--- src/rtl/mult_sequencer.sv ---
// mult_sequencer
// Two-requester front end for the 32x32 combinational multiplier in the
// execute stage. Requesters are arbitrated round-robin. The winner's operands
// are converted to magnitudes and registered into the array. They are then
// held for WAIT_CYCLES settle cycles. The product is sign-corrected and
// returned with a one-cycle done pulse.
//
// Ports
//   clk_i                 system clock, rising edge
//   rst_ni                asynchronous active-low reset
//   req0_i / req1_i       level requests, held until the matching done pulse
//   sgn0_i / sgn1_i       1 = signed (two's complement) operands
//   a0_i, b0_i, a1_i, b1_i  32-bit operands per requester
//   done0_o / done1_o     one-cycle completion pulse to the owning requester
//   prod_o                registered 64-bit product, held until next completion
//   busy_o                high while an operation is in CALC or DONE
//   gnt_id_o              index of the current or most recent owner
//
// The path from mag_a_q/mag_b_q through the multiplier to prod_q is a
// WAIT_CYCLES multicycle path. mag_a_q/mag_b_q change only on grant edges.
module mult_sequencer #(
  parameter int unsigned WAIT_CYCLES = 2  // legal range 1..15
) (
  input  logic        clk_i,
  input  logic        rst_ni,
  input  logic        req0_i,
  input  logic        req1_i,
  input  logic        sgn0_i,
  input  logic        sgn1_i,
  input  logic [31:0] a0_i,
  input  logic [31:0] b0_i,
  input  logic [31:0] a1_i,
  input  logic [31:0] b1_i,
  output logic        done0_o,
  output logic        done1_o,
  output logic [63:0] prod_o,
  output logic        busy_o,
  output logic        gnt_id_o
);

  typedef enum logic [1:0] {IDLE, CALC, DONE} state_e;

  localparam logic [3:0] CntInit = 4'(WAIT_CYCLES - 1);

  state_e      state_q, state_d;
  logic [3:0]  cnt_q, cnt_d;
  logic        rr_q, rr_d;
  logic        gnt_q, gnt_d;
  logic        neg_q, neg_d;
  logic [31:0] mag_a_q, mag_a_d;
  logic [31:0] mag_b_q, mag_b_d;
  logic [63:0] prod_q, prod_d;
  logic        done0_q, done0_d;
  logic        done1_q, done1_d;
  logic        busy_q, busy_d;

  // Arbitration winner and its operand set. Under contention the winner is
  // the rr pointer. With a single request, that requester wins.
  logic        anyReq;
  logic        winId;
  logic        selSgn;
  logic [31:0] selA, selB;
  logic [63:0] multResult;

  assign anyReq = req0_i | req1_i;
  assign winId  = (req0_i & req1_i) ? rr_q : req1_i;
  assign selSgn = winId ? sgn1_i : sgn0_i;
  assign selA   = winId ? a1_i   : a0_i;
  assign selB   = winId ? b1_i   : b0_i;

  // Unsigned array on magnitudes. -2^31 maps to 0x8000_0000, which is exact
  // as an unsigned magnitude.
  assign multResult = {32'd0, mag_a_q} * {32'd0, mag_b_q};

  // Next-state logic. The output registers are derived from the next state,
  // so done/busy stay registered while lining up with the state they describe.
  always_comb begin
    state_d = state_q;
    cnt_d   = cnt_q;
    rr_d    = rr_q;
    gnt_d   = gnt_q;
    neg_d   = neg_q;
    mag_a_d = mag_a_q;
    mag_b_d = mag_b_q;
    prod_d  = prod_q;

    unique case (state_q)
      IDLE: begin
        if (anyReq) begin
          gnt_d   = winId;
          neg_d   = selSgn & (selA[31] ^ selB[31]);
          mag_a_d = (selSgn & selA[31]) ? (~selA + 32'd1) : selA;
          mag_b_d = (selSgn & selB[31]) ? (~selB + 32'd1) : selB;
          cnt_d   = CntInit;
          state_d = CALC;
        end
      end
      CALC: begin
        if (cnt_q != 4'd0) begin
          cnt_d = cnt_q - 4'd1;
        end else begin
          // The signed magnitude product is at most 2^62, so negation is exact.
          prod_d  = neg_q ? (~multResult + 64'd1) : multResult;
          rr_d    = ~gnt_q;
          state_d = DONE;
        end
      end
      DONE: begin
        state_d = IDLE;
      end
      default: begin
        state_d = IDLE;
      end
    endcase

    done0_d = (state_d == DONE) & ~gnt_d;
    done1_d = (state_d == DONE) &  gnt_d;
    busy_d  = (state_d != IDLE);
  end

  // State and datapath registers.
  // Reset discards any operation in flight, and no done pulse follows.
  always_ff @(posedge clk_i or negedge rst_ni) begin
    if (!rst_ni) begin
      state_q <= IDLE;
      cnt_q   <= 4'd0;
      rr_q    <= 1'b0;
      gnt_q   <= 1'b0;
      neg_q   <= 1'b0;
      mag_a_q <= 32'd0;
      mag_b_q <= 32'd0;
      prod_q  <= 64'd0;
      done0_q <= 1'b0;
      done1_q <= 1'b0;
      busy_q  <= 1'b0;
    end else begin
      state_q <= state_d;
      cnt_q   <= cnt_d;
      rr_q    <= rr_d;
      gnt_q   <= gnt_d;
      neg_q   <= neg_d;
      mag_a_q <= mag_a_d;
      mag_b_q <= mag_b_d;
      prod_q  <= prod_d;
      done0_q <= done0_d;
      done1_q <= done1_d;
      busy_q  <= busy_d;
    end
  end

  assign done0_o  = done0_q;
  assign done1_o  = done1_q;
  assign prod_o   = prod_q;
  assign busy_o   = busy_q;
  assign gnt_id_o = gnt_q;

endmodule

--- config.mk ---
export PLATFORM = sky130hd
export DESIGN_NAME = mult_sequencer
export DESIGN_NICKNAME = d
export VERILOG_FILES = /design/src/rtl/mult_sequencer.sv
export SDC_FILE = /design/constraint.sdc
export NUM_CORES = 2
export LEC_CHECK = 0
export ABC_CLOCK_PERIOD_IN_PS = 7700
export CAP_MARGIN = 30
export CORE_MARGIN = 1
export CORE_UTILIZATION = 58
export CTS_BUF_LIST = sky130_fd_sc_hd__clkbuf_4 sky130_fd_sc_hd__clkbuf_8 sky130_fd_sc_hd__clkbuf_16
export DETAILED_ROUTE_END_ITERATION = 10
export HOLD_SLACK_MARGIN = 0.08
export PLACE_DENSITY = 0.8
export SYNTH_ARGS = -nofsm -noshare
export SYNTH_HDL_FRONTEND = slang
export SYNTH_SLANG_ARGS = --single-unit
--- constraint.sdc ---
create_clock -name clk_i -period 7.7 [get_ports clk_i]
set_input_delay 1.155 -clock clk_i [delete_from_list [all_inputs] [get_ports clk_i]]
set_output_delay 1.155 -clock clk_i [all_outputs]
set_load 0.1 [all_outputs]
==> results.cfg <==
[floorplanning]
die_w_um = 273
io-pin-count = 202
dieArea_um2 = 74800
die_h_um = 273
core_um2 = 73000
num_rows = 99
start_util_pct = 58.6

[clocking]
root_buffer = clkbuf_16
cts_tree = yes
clk_latency_ns = 0.49
numCtsBuffers = 17
clockBufferDepth = 2
path_clk_slew_ns = 0.07
cts_sinks = 140
htree_levels = 4

[finish]
syn2layout_area_growth_pct = 22.8
nNetsFinal = 6713
layoutNonFillerInstCount = 6389
layout-drive-gt1-share_pct = 16.8

[global_routing]
grt_use_met2_pct = 58.5
grt_busiest_layer = met2
grt_util_met1_pct = 39.8
grt_pass1_wl_um = 198000
grt_pass1_vias = 39300
grt_max_degree = 118
antenna_found_initial = 5
use_met3_pct = 5.20
grt.total_usage_pct = 33.6
overflow = 0

[sta]
fin_ws_ns = -0.919
slew_headroom_pct = 31.2
rsz0062_at_grt = yes
max_freq_mhz = 116
final-hold-violation-count = 0
drv_slew = 0
worst_pin_slew_ns = 1.03
skew_ns = 0.0180
period_minus_slack_ns = 8.62
setup_viol = 43
period_share_pct = 112

[worst_setup_path]
reg2reg_setup_slack_ns = -0.92
path_max_fanout = 5
crit_top_cell = fa_1
critPathSlowestCell = fa_1
critPathBufInv = 10
critPathArrivalTime_ns = 8.95
start_kind = register
cp.required_ns = 8.03
crit_type = reg -> reg
critPathTopFamily = adder cells
cp_slowest_stage_delay_ns = 0.57
crit_path_end_kind = register

[route]
vias = 36100
avgRoutedWirePerCell_um = 19.2
wl_um = 122000
postRouteAntennaNets = 0
drcViolationCount = 0
firstDrtPassIters = 8
viasPerCell = 5.66
initialDrtViolationCount = 2706

[placed_design]
place_congestion = 0.992
post-place-cells = 6299
hpwl_um = 102000
portBuffers = 201
dp_slack_ns = -0.981

[logic_synthesis]
async_reset_ff_share_pct = 100
synth_most_common_cell = fa_1
yosysWarnings = 0
syn_inst = 4845
syn-num-nets = 6143
synth.top_cell.area_share_pct = 42.0
netlist_area_um2 = 42700
synth_area_leaders = fa_1 (42%), and2_1 (8.8%), dfrtp_1 (8.2%), ha_1 (7.8%), inv_1 (7.6%)
syn_avg_cell_area_um2 = 8.82
yosysUniqueCellTypes = 88
netlist.top_cell.by_area = fa_1
ys_ff_latch = 140
synth_edf_count = 0
synth_common_cells = fa_1 (896), inv_1 (869), nand2_1 (699), and2_1 (600), clkbuf_1 (271)
ys.flop_type = dfrtp_1
seq_area_frac_synth_pct = 8.20

[run_status]
violations = setup timing
status = finished with violations

[hold_path]
min_path_type = reg -> reg

[job]
maxCapViolCount = 0
[metal layers]
metal | wire length (um) | part of all wire, % | up-vias
met3 | 8210 | 6.7 | 498
met1 | 45200 | 37 | 18100
li1 | - | - | 15900
met4 | 7460 | 6.1 | 2
met2 | 61600 | 50 | 1574
met5 | 17 | 0.014 | -
[metrics by stage]
| stage | setup TNS, ns | hold WS, ns | cell area [um^2] | utilization (%) |
|---|---|---|---|---|
| CTS | -20.08 | 0.487 | 51800 | 70.9 |
| global placement | -23.15 | 0.463 | 50100 | 68.7 |
| global route | -35.96 | 0.511 | 52500 | 72.0 |
| detailed placement | -29.33 | 0.471 | 50200 | 68.8 |
| finish | -26.02 | 0.486 | 52500 | 72.0 |
| floorplan | -2.11 | 0.462 | 43000 | - |
[cell families (layout without fill, tap and decap cells)]
logic type / Yosys count / after routing / share of synthesized area (%)
AO/OA/AOI/OAI: 517 / 517 / 7.46
flip-flops: 140 / 140 / 8.20
buffers and inverters: 1158 / 1740 / 10.2
multiplexers: 68 / 68 / 1.60
other: 0 / 3 / 0
adder cells (fa/ha/maj): 1164 / 1164 / 49.8
XOR/XNOR: 169 / 169 / 3.46
AND/OR/NAND/NOR: 1629 / 1629 / 19.3
[cells in the final DEF, fill, tap and decap left out, types with 22 or more instances in the layout]
cell type and instances:
nor3_1 42, nand4_1 42, clkdlybuf4s50_1 200, nor2_1 100, xor2_1 94, dfrtp_1 123
nand3_1 25, buf_4 556, a21oi_1 82, fa_1 888, ha_1 241, o21ai_0 155
and2_1 591, o21ai_2 22, nand2_1 689, buf_12 57, mux2i_1 67, xnor2_1 65
a31oi_1 24, inv_1 860, ha_4 25, o21ai_1 52
[worst paths after layout]
check	from	cells after the start	end
worst max-delay path	mag_b_q[3]$_DFFE_PN0P_	31	prod_o[62]$_DFFE_PN0P_
worst min-delay path	prod_o[7]$_DFFE_PN0P_	2	prod_o[7]$_DFFE_PN0P_
worst max register to register	mag_b_q[3]$_DFFE_PN0P_	31	prod_o[62]$_DFFE_PN0P_
worst min register to register	prod_o[7]$_DFFE_PN0P_	2	prod_o[7]$_DFFE_PN0P_
max in group asynchronous	rst_ni	3	mag_a_q[25]$_DFFE_PN0P_
min in group asynchronous	rst_ni	1	mag_a_q[18]$_DFFE_PN0P_
[worst register-to-register path, delay by kind of cell (launching register included)]
| family | cells | cell delay [ns] |
|---|---|---|
| AND/OR/NAND/NOR | 5 | 1.15 |
| AO/OA/AOI/OAI | 5 | 1.02 |
| adder cells (fa/ha/maj) | 9 | 4.35 |
| XOR/XNOR | 2 | 0.34 |
| buffers and inverters | 10 | 1.14 |
| flip-flops | 1 | 0.46 |
[area by class of cell]
class,instances,area (um^2)
well taps,959,1200
inverters,869,3260
fillers,5088,20400
repair buffers,840,7740
clock inverters,14,163
multi-input cells,3547,36200
clock buffers,17,425
diodes,3,7.51
flip-flops and latches,140,3520
[sequential cells by signal (all words and copies together), names as in the netlist]
register	flops
busy_o	1
mag_b_q	32
gnt_id_o	1
state_q	2
cnt_q	4
rr_q	1
mag_a_q	32
prod_o	64
done1_o	1
neg_q	1
done0_o	1
[what timing repair did]
item / CTS / global route
setup endpoints to repair: 43 / 44
cloned: 4 / 1
pin swaps: 43 / 65
setup buffers: 26 / 24
resized for setup: 156 / 120
hold buffers: 0 / 0
Power is left out: the tool's default activity adds up to more than one toggle a clock period on the data nets, which glitch-free logic cannot reach.
==> RTL edit: new RTL, same flow settings <==
Reset style: synchronous (`rst_ni`), changed in one clocked block. Comments in the files are not updated.
--- a/src/rtl/mult_sequencer.sv
+++ b/src/rtl/mult_sequencer.sv
@@ -122,3 +122,3 @@
   // Reset discards any operation in flight, and no done pulse follows.
-  always_ff @(posedge clk_i or negedge rst_ni) begin
+  always_ff @(posedge clk_i) begin
     if (!rst_ni) begin
Behaviour: not the same (a bounded check fails within 4 cycles, from zero or initial values and one cycle with rst_ni low; the reset may be asserted at any time).
==> RTL edit against the original RTL <==
- the flow still finishes with violations (negative setup slack)
- worst setup slack got worse by 0.024 ns
- highest routed layer unchanged
- sequential share of layout area decreased by 1.5 points
- routed wire length increased by 25%
- design area increased by 4.4%
- non-clock buffer count increased by 86
- count of clock-buffer cells in the layout increased by 1
- critical path type unchanged
- global-route usage increased by 6.6 points
- sequential cell count unchanged
- synthesized area increased by 1.1%
- critical path depth decreased by 4
Power is left out: it rests on default switching activity, and per cell area and clock period it moved more than threefold.
==> RTL edit: results (changes against the original RTL) <==
Status
The flow ran to the end, but the final reports show violations. The checks that failed: negative setup slack.

Synth
Ranked by instance count, the synthesized netlist is headed by sky130_fd_sc_hd__fa_1, sky130_fd_sc_hd__inv_1, sky130_fd_sc_hd__nand2_1. In the post-synthesis netlist, the biggest area contributors are sky130_fd_sc_hd__fa_1, sky130_fd_sc_hd__and2_1, sky130_fd_sc_hd__ha_1, sky130_fd_sc_hd__inv_1, sky130_fd_sc_hd__dfxtp_1. The register area share after synthesis is 6.49% (-1.7 points). The share of flip-flops with an asynchronous set or reset after synthesis was 0% (-100 points). The synthesized net count is 6344 (+3.3%).

The count of yosys warnings during synthesis came to 0 (unchanged). The prevailing post-synth register cell is sky130_fd_sc_hd__dfxtp_1. The number of distinct library cells after synthesis came to 80 (-9.1%).

Cells and area
The fraction of layout instances using a drive strength above 1 was 20.2% (+3.4 points). The number of nets in the finished design is 6982 (+4.0%). The count of fill cells added during filler insertion is 4837 (-4.9%). The share of the core filled with cells in the final layout was 74.8% (+2.8 points). The flip-flop count of the largest register after layout was 64 (unchanged). The antenna cell count is 0 (-3).

Global routing
The number of antenna violations at the first check in global routing is 2 (-3). The global router's overall resource usage was 40.2% (+6.6 points). The maximum number of pins on one net before global-route repair was 70 (-41%). The via count of the first global-routing pass came to 42400 (+7.9%). The first-pass GRT wire length is 232000 um (+18%).

Clock tree
The total number of H-tree levels came to 4 (unchanged). The worst-case clock buffer depth is 2 (unchanged). The number of buffers created by CTS was 17 (unchanged). The master cell of the clock root buffer is sky130_fd_sc_hd__clkbuf_16. The clock latency at the later pin of the worst-skew pair is 0.51 ns (+0.02 ns). The clock transition time at the flip-flop clock pins of the worst setup and hold paths is 0.08 ns. The post-cts hold buffer count came to 0 (unchanged).

Worst setup path
On the critical path, the stage with the largest delay is an instance of sky130_fd_sc_hd__fa_2. The largest fanout of any net on the critical path is 6 (+1). The delay of the slowest cell on the worst path is 0.60 ns (+0.03 ns).

The data arrival time of the critical path is 9.08 ns (+0.13 ns).

Placed design
The pre-CTS setup slack was -1.15 ns (-0.166 ns). The half-perimeter wire length after placement is 117000 um (+15%). The count of input and output buffers was 201 (unchanged). The routability-driven placement congestion ratio is 1.02 (+2.7%). The placed cell area was 51100 um2 (+1.9%).

Routing
The number of iterations in the first detailed-routing pass came to 6 (-2). The total length of routed wires was 153000 um (+25%). The mean number of vias per cell is 6.07 (+7.3%). The violation count after the first detailed-routing iteration is 4122 (+52%).

Timing
The number of failing setup endpoints in the final timing report came to 43 (unchanged). The max-slew headroom at the worst pin was 28.7% (-2.5 points). The worst clock skew came to 0.0144 ns (-0.00362 ns). The least setup slack across all paths after layout is -0.943 ns (-0.0238 ns).

Hold path
In this run the worst hold path is classified as register to register.
RTL edit: cell count changes after synthesis, moves of 20 or more:
cell and change:
sky130_fd_sc_hd__a211oi_1 +44, sky130_fd_sc_hd__a21oi_1 +68, sky130_fd_sc_hd__clkbuf_1 +20, sky130_fd_sc_hd__dfrtp_1 -140, sky130_fd_sc_hd__dfxtp_1 +140, sky130_fd_sc_hd__nand2_1 -21
sky130_fd_sc_hd__nor2_1 +78, sky130_fd_sc_hd__o21ai_0 -77, sky130_fd_sc_hd__o21ai_1 -20, sky130_fd_sc_hd__xor2_1 -36
RTL edit: metal layers:
layer | global-route usage, % | vias to the layer above | wire length, um
met4 | 20.4 | 4 | 9670
met1 | 50.0 | 19900 | 54600
li1 | - | 17000 | -
met5 | 0 | - | 33
met3 | 10.7 | 739 | 17900
met2 | 64.5 | 2733 | 70700
RTL edit: layout make-up:
class | instances | share of cell area (%)
well taps | 959 | 2.19
flip-flops and latches | 140 | 5.23
repair buffers | 926 | 16.1
clock inverters | 14 | 0.306
inverters | 872 | 5.97
multi-input cells | 3727 | 69.4
clock buffers | 18 | 0.801
RTL edit: cell families (layout without fill, tap and decap cells):
| logic type | Yosys count | count (layout) | synth area share (%) |
|---|---|---|---|
| flip-flops | 140 | 140 | 6.49 |
| adder cells (fa/ha/maj) | 1164 | 1164 | 49.3 |
| buffers and inverters | 1179 | 1830 | 10.3 |
| AND/OR/NAND/NOR | 1752 | 1752 | 20.6 |
| multiplexers | 79 | 79 | 1.84 |
| AO/OA/AOI/OAI | 603 | 603 | 8.94 |
| XOR/XNOR | 129 | 129 | 2.62 |
RTL edit: stage by stage:
stage,instances,TNS [ns]
after floorplan,5046,-0.969
after global placement,6536,-33.18
after detailed placement,6537,-35.28
after CTS,6619,-15.85
after global routing,6656,-36.00
final,6656,-29.31
RTL edit: worst paths after layout:
kind                endpoint  slack, ns   startpoint  cells past startpoint
setup reg to reg  prod_o[63]      -0.94  mag_a_q[17]                     27
setup / recovery  prod_o[63]      -0.94  mag_a_q[17]                     27
hold / removal     prod_o[0]       0.46    prod_o[0]                      2
hold reg to reg    prod_o[0]       0.46    prod_o[0]                      2
RTL edit: what timing repair did:
item | in CTS | in global routing
gates cloned | 6 | 3
setup buffers | 46 | 41
endpoints found under the setup margin | 46 | 46
resized for setup | 336 | 172
pin swaps | 122 | 101
RTL edit: critical path: cells and delay by family (launching register included):
family / cells / cell delay (ns)
AO/OA/AOI/OAI: 4 / 0.73
adder cells (fa/ha/maj): 9 / 4.70
buffers and inverters: 6 / 0.75
AND/OR/NAND/NOR: 8 / 2.02
flip-flops: 1 / 0.37
